<file path="config.mk">
export PLATFORM = sky130hd
export DESIGN_NAME = mem_port_arbiter
export DESIGN_NICKNAME = d
export VERILOG_FILES = /design/src/rtl/mem_port_arbiter.sv
export SDC_FILE = /design/constraint.sdc
export NUM_CORES = 1
export LEC_CHECK = 0
export BUFFER_PORTS_ARGS = -buffer_cell sky130_fd_sc_hd__buf_2
export CAP_MARGIN = 0
export CORE_MARGIN = 2
export CORE_UTILIZATION = 49
export DETAILED_ROUTE_END_ITERATION = 7
export PLACE_DENSITY = 0.85
export SETUP_SLACK_MARGIN = 0.02
export SLEW_MARGIN = 0
export SYNTH_ARGS = -nofsm -noshare
export SYNTH_HDL_FRONTEND = slang
export SYNTH_SLANG_ARGS = --single-unit
</file>
<file path="constraint.sdc">
create_clock -name CLK -period 2.3 [get_ports CLK]
set_input_delay 0 -clock CLK [delete_from_list [all_inputs] [get_ports CLK]]
set_output_delay 0 -clock CLK [all_outputs]
set_load 0.02 [all_outputs]
</file>
<file path="src/rtl/mem_port_arbiter.sv">
// Round-robin arbiter that shares one single-port memory between the IF and D ports.
// Optional macro MEM_ARB_PERF_EN adds saturating conflict/grant counters.
module mem_port_arbiter #(
    parameter int DATA_WIDTH = 32,
    parameter int ADDR_WIDTH = 32
) (
    input  logic                  CLK,
    input  logic                  RST_n,
    input  logic                  if_req_i,
    input  logic [ADDR_WIDTH-1:0] if_addr_i,
    output logic                  if_gnt_o,
    output logic                  if_rvalid_o,
    output logic [DATA_WIDTH-1:0] if_rdata_o,
    input  logic                  d_req_i,
    input  logic                  d_we_i,
    input  logic [ADDR_WIDTH-1:0] d_addr_i,
    input  logic [DATA_WIDTH-1:0] d_wdata_i,
    output logic                  d_gnt_o,
    output logic                  d_rvalid_o,
    output logic [DATA_WIDTH-1:0] d_rdata_o,
    output logic                  mem_we_o,
    output logic [ADDR_WIDTH-1:0] mem_addr_o,
    output logic [DATA_WIDTH-1:0] mem_wdata_o,
    input  logic [DATA_WIDTH-1:0] mem_rdata_i,
    output logic                  busy_o
`ifdef MEM_ARB_PERF_EN
    ,
    output logic [15:0]           conflict_cnt_o,
    output logic [15:0]           if_cnt_o,
    output logic [15:0]           d_cnt_o
`endif
);

    typedef enum logic [0:0] {
        ST_IDLE   = 1'b0,
        ST_ACCESS = 1'b1
    } state_t;

    state_t                  state_r, state_s;
    logic                    owner_d_r, owner_d_s;
    logic                    last_d_r, last_d_s;
    logic                    pick_d_s;
    logic                    we_r, we_s;
    logic [ADDR_WIDTH-1:0]   addr_r, addr_s;
    logic [DATA_WIDTH-1:0]   wdata_r, wdata_s;
    logic                    if_gnt_r, if_gnt_s;
    logic                    d_gnt_r, d_gnt_s;
    logic                    if_rvalid_r, if_rvalid_s;
    logic                    d_rvalid_r, d_rvalid_s;
    logic [DATA_WIDTH-1:0]   if_rdata_r, if_rdata_s;
    logic [DATA_WIDTH-1:0]   d_rdata_r, d_rdata_s;
    logic                    busy_r, busy_s;

    // D wins when alone, or on a tie when IF had the previous grant.
    assign pick_d_s = d_req_i && (!if_req_i || !last_d_r);

    // Next-state and next-output logic for the IDLE/ACCESS FSM.
    always_comb begin
        state_s     = state_r;
        owner_d_s   = owner_d_r;
        last_d_s    = last_d_r;
        we_s        = 1'b0;
        addr_s      = addr_r;
        wdata_s     = wdata_r;
        if_gnt_s    = 1'b0;
        d_gnt_s     = 1'b0;
        if_rvalid_s = 1'b0;
        d_rvalid_s  = 1'b0;
        if_rdata_s  = if_rdata_r;
        d_rdata_s   = d_rdata_r;
        busy_s      = 1'b0;
        case (state_r)
            ST_IDLE: begin
                if (if_req_i || d_req_i) begin
                    state_s   = ST_ACCESS;
                    owner_d_s = pick_d_s;
                    last_d_s  = pick_d_s;
                    busy_s    = 1'b1;
                    if (pick_d_s) begin
                        d_gnt_s = 1'b1;
                        we_s    = d_we_i;
                        addr_s  = d_addr_i;
                        wdata_s = d_wdata_i;
                    end else begin
                        // IF carries no write data; drive zeros so the bus is deterministic.
                        if_gnt_s = 1'b1;
                        we_s     = 1'b0;
                        addr_s   = if_addr_i;
                        wdata_s  = {DATA_WIDTH{1'b0}};
                    end
                end else begin
                    state_s = ST_IDLE;
                end
            end
            ST_ACCESS: begin
                state_s = ST_IDLE;
                if (owner_d_r) begin
                    d_rvalid_s = 1'b1;
                    if (!we_r) begin
                        d_rdata_s = mem_rdata_i;
                    end else begin
                        d_rdata_s = d_rdata_r;
                    end
                end else begin
                    if_rvalid_s = 1'b1;
                    if_rdata_s  = mem_rdata_i;
                end
            end
            default: begin
                state_s = ST_IDLE;
            end
        endcase
    end

    // State and registered outputs; async reset also kills an in-flight write enable.
    always_ff @(posedge CLK or negedge RST_n) begin
        if (!RST_n) begin
            state_r     <= ST_IDLE;
            owner_d_r   <= 1'b0;
            last_d_r    <= 1'b1;
            we_r        <= 1'b0;
            addr_r      <= {ADDR_WIDTH{1'b0}};
            wdata_r     <= {DATA_WIDTH{1'b0}};
            if_gnt_r    <= 1'b0;
            d_gnt_r     <= 1'b0;
            if_rvalid_r <= 1'b0;
            d_rvalid_r  <= 1'b0;
            if_rdata_r  <= {DATA_WIDTH{1'b0}};
            d_rdata_r   <= {DATA_WIDTH{1'b0}};
            busy_r      <= 1'b0;
        end else begin
            state_r     <= state_s;
            owner_d_r   <= owner_d_s;
            last_d_r    <= last_d_s;
            we_r        <= we_s;
            addr_r      <= addr_s;
            wdata_r     <= wdata_s;
            if_gnt_r    <= if_gnt_s;
            d_gnt_r     <= d_gnt_s;
            if_rvalid_r <= if_rvalid_s;
            d_rvalid_r  <= d_rvalid_s;
            if_rdata_r  <= if_rdata_s;
            d_rdata_r   <= d_rdata_s;
            busy_r      <= busy_s;
        end
    end

    assign if_gnt_o    = if_gnt_r;
    assign d_gnt_o     = d_gnt_r;
    assign if_rvalid_o = if_rvalid_r;
    assign d_rvalid_o  = d_rvalid_r;
    assign if_rdata_o  = if_rdata_r;
    assign d_rdata_o   = d_rdata_r;
    assign mem_we_o    = we_r;
    assign mem_addr_o  = addr_r;
    assign mem_wdata_o = wdata_r;
    assign busy_o      = busy_r;

`ifdef MEM_ARB_PERF_EN
    logic [15:0] conflict_cnt_r;
    logic [15:0] if_cnt_r;
    logic [15:0] d_cnt_r;
    logic        conflict_s;

    function automatic logic [15:0] sat_inc(input logic [15:0] v);
        if (v == 16'hFFFF) begin
            return v;
        end else begin
            return v + 16'd1;
        end
    endfunction

    assign conflict_s = (state_r == ST_IDLE) && if_req_i && d_req_i;

    // Saturating performance counters, bumped on the same edges the grants are decided.
    always_ff @(posedge CLK or negedge RST_n) begin
        if (!RST_n) begin
            conflict_cnt_r <= 16'd0;
            if_cnt_r       <= 16'd0;
            d_cnt_r        <= 16'd0;
        end else begin
            if (conflict_s) begin
                conflict_cnt_r <= sat_inc(conflict_cnt_r);
            end else begin
                conflict_cnt_r <= conflict_cnt_r;
            end
            if (if_gnt_s) begin
                if_cnt_r <= sat_inc(if_cnt_r);
            end else begin
                if_cnt_r <= if_cnt_r;
            end
            if (d_gnt_s) begin
                d_cnt_r <= sat_inc(d_cnt_r);
            end else begin
                d_cnt_r <= d_cnt_r;
            end
        end
    end

    assign conflict_cnt_o = conflict_cnt_r;
    assign if_cnt_o       = if_cnt_r;
    assign d_cnt_o        = d_cnt_r;
`endif

endmodule

</file>
==> Word level (Yosys, flattened, before mapping) <==
Index checks and enable logic that the tools add are counted.
{ "word_totals": {"wordCells": 42, "input_bits": 133, "ff_bits": 137, "out_inout_bits": 134} }
{ "op_classes": {"bitwise_logic": 3, "muxes": 18, "reduce_logical": 8} }
{ "ops": {"columns": ["cell", "count"], "rows": [
  ["two-way mux 32 bit", 2],
  ["two-way mux 1 bit", 15],
  ["AND reduction 2 bit", 2],
  ["NOT 1 bit", 3],
  ["AND reduction 3 bit", 1],
  ["zero test 1 bit", 2],
  ["logical OR 1 bit", 2],
  ["case mux 1 bit (2 select lines)", 1],
  ["logical AND 1 bit", 1]
]} }

==> Longest topological paths before layout <==
{ "depth": {"word_depth": 6, "ltp_mapped": 5, "depth_no_buf": 3} }

==> Worst setup path before layout <==
No wires, ideal clock.
{ "synth_path": {"path_type": "flip-flop to flip-flop", "startpoint": "register busy_o (netlist name)", "endpoint": "register if_rdata_r[10], in the netlist if_rdata_o[10]", "required_time_ns": 2.175, "slack_ns": 0.849, "stages_incl_launch_ff": 5, "setup_ns": 0.125, "n_path_buf": 1, "period_less_slack_ns": 1.451, "arrival_time_ns": 1.326, "cell_sequence": "dfrtp_1 inv_1 nor2_2 buf_4 mux2_2"} }
{ "synth_lines": {"columns": ["element", "line", "rtl"], "rows": [
  ["end signal, assigned", "128", "if_rdata_r <= {DATA_WIDTH{1'b0}};"],
  ["end signal, assigned", "142", "if_rdata_r <= if_rdata_s;"],
  ["end, declared", "50", "logic [DATA_WIDTH-1:0] if_rdata_r, if_rdata_s;"]
]} }

==> run metrics <==
initial antenna violation count=0; #FFs+latches synth=136; post-synth top area cell=dfrtp_1; number of I/O pins=267; CTS resizes=0; Pwr Total=9.375 mW; min Tclk post-route=2.181 ns; run status=complete, no violations; leakage power=4.417 nW; Die W=107.6 um; sequential fraction of the synthesis area=64.68%; CTS Buf Count=17; Hold Buf Count CTS=131; CTS tree=yes; # setup viols final=0; Setup TNS=0 ns; slowest CP cell=dlygate4sd3_1; layout cells sized above 1=50.00%; Worst-Skew Late Latency=0.53 ns; dpl cells=718; Yosys cell types=19; DR vias=4,730; number of setup buffers added after CTS=0; routed len/inst=20.96 um; IO Port Bufs=266; Req. time, crit path=2.70 ns; Post-DP HPWL=10.04 mm; Antenna Violating Nets Remaining=0; unrepaired setup endpoints after global routing=no; Core ar.=0.01037 sq mm; Final Cycle Share=94.82%; Max Cap Violations=0; post-synth top area share=64.18%; footprint of the multi-input gates=0.001730 sq mm; Post-synth ARST share=100.0%; pwr dens=1089 mW/mm^2; Min-Delay Path Class=input pin to asynchronous set/reset pin; Non-Filler Instances=880; smallest hold slack=0.02822 ns; root buf cell=clkbuf_8; DRC viols=0; clock skew=0.009008 ns; Critical Path, Cell by Cell=o21bai_4 > and2_1 > a221o_1 > dlygate4sd3_1; final instance area=0.008608 sq mm; Top FF cell, synth=dfrtp_1; syn avg cell area=15.85 sq um; Peak supply drop=0.7662 mV; Post-synth EDFFs=0; vias in the first global route=5,012; Global Route Usage Sum=32.55%; FF+latch area=0.003405 sq mm; Post-Syn Area=0.005264 sq mm; via-per-instance ratio=5.375; Setup CP Type=flop to flop; Tightest Pin Transition=0.8924 ns; Worst Path Arrival=2.58 ns; first-pass GRT wire length=27.55 mm; post-place setup slack=0.7088 ns; total length of routed wires=18.44 mm; worst setup margin=0.1192 ns; top cells by area, synth=dfrtp_1 64%, mux2_4 8.6%, mux2_2 7.3%; Final Hold Violating Endpoints=0; CP endpoint kind=flop; Iteration-0 DRC Markers=354; largest net degree at the start of global routing=63; Max Clock Freq=458.5 MHz; Area after DPL=0.006739 sq mm; DIE HEIGHT=107.6 um; First-pass DRT Iterations=6; CTS Buffer Depth=2; synthesis-to-layout area growth=63.54%; Synth Warn #=0; cell count after synthesis=332; sinks on the clock net=136; Rows=37; FILL cells=524; Nets=865; Initial Utilization=50.76%; GRT overflow=0; Slew headroom=40.35%; startpoint types=flop; diode count=0; Worst-path clk slew=0.06 ns; # H-tree levels=4; die area=0.01159 sq mm; Util after Layout=83.01%; syn nets=465; CP Max Fanout=45; Slowest Stage Delay on Critical Path=0.60 ns; gpl congestion=0.8015; Pins Over Slew Limit=0
final timing paths:
kind,from,end,slack (ns),cells past startpoint
min,RST_n,if_rdata_o[11],0.03,2
max in group asynchronous,RST_n,d_rdata_o[0],1.48,3
max,busy_o,mem_addr_o[7],0.12,4
max reg2reg,busy_o,mem_addr_o[7],0.12,4
min reg2reg,mem_wdata_o[26],mem_wdata_o[26],0.50,1
min in group CLK,d_req_i,busy_o,0.08,3
where the power goes:
part | switching [mW] | total, mW | internal, mW
combinational | 1.78 | 3.32 | 1.54
sequential | 0.433 | 3.51 | 3.08
clock | 0.976 | 2.54 | 1.57
total | 3.19 | 9.38 | 6.18
kinds of logic (layout without fill, tap and decap cells):
kind of cell / Yosys count / after routing / synth area share, %
flops: 136 / 136 / 64.68
compound gates: 69 / 69 / 12.27
mux: 64 / 64 / 15.83
simple gates: 36 / 36 / 4.279
buf+inv: 27 / 439 / 2.947
final cells by class:
type | instances | share of cell area (%)
clock buffers | 24 | 5.698
clock inverters | 7 | 0.7849
inverters | 3 | 0.1308
multi-input cells | 169 | 20.10
flip-flops and latches | 136 | 39.55
well taps | 136 | 1.977
repair buffers | 405 | 31.76
cell usage in the layout, fill, tap and decap left out:
cell,synthesis,layout
clkbuf_1,6,2
o21bai_4,0,1
mux2_2,34,34
o211a_1,1,1
a21o_1,2,2
a211oi_4,0,1
and2_0,1,1
clkinvlp_4,0,3
buf_2,10,265
nand2b_2,0,1
dfrtp_1,135,135
inv_1,3,3
clkbuf_8,0,6
a221o_1,32,32
dfstp_2,1,1
nor2_4,0,1
mux2_4,30,30
clkinv_2,0,3
bufinv_16,0,1
and2_1,33,33
buf_12,0,2
a22o_1,32,32
buf_4,5,6
buf_6,3,1
dlygate4sd3_1,0,131
clkbuf_16,0,16
worst max-delay path, delay by kind of cell (launching register included):
family          cells  cell delay (ns)
buf+inv             1             0.60
simple gates        1             0.31
compound gates      2             0.70
flops               1             0.44
flip-flops by register name (all words and copies together) (netlist names):
signal	cells
d_gnt_o	1
last_d_r	1
mem_addr_o	32
mem_we_o	1
if_rvalid_o	1
busy_o	1
if_rdata_o	32
owner_d_r	1
mem_wdata_o	32
d_rvalid_o	1
d_rdata_o	32
if_gnt_o	1
synthesized netlist by cell type, types with 2 or more instances:
cell type  number
and2_1         33
dfrtp_1       135
mux2_4         30
clkbuf_1        6
a22o_1         32
a21o_1          2
mux2_2         34
buf_2          10
inv_1           3
a221o_1        32
buf_4           5
buf_6           3
layer usage:
layer,wire [um],GRT usage (%)
met3,1508,9.806
met4,663,16.48
met2,9605,55.57
met1,6666,36.93
met5,0,0
No activity file was read; power rests on OpenSTA's default activity.
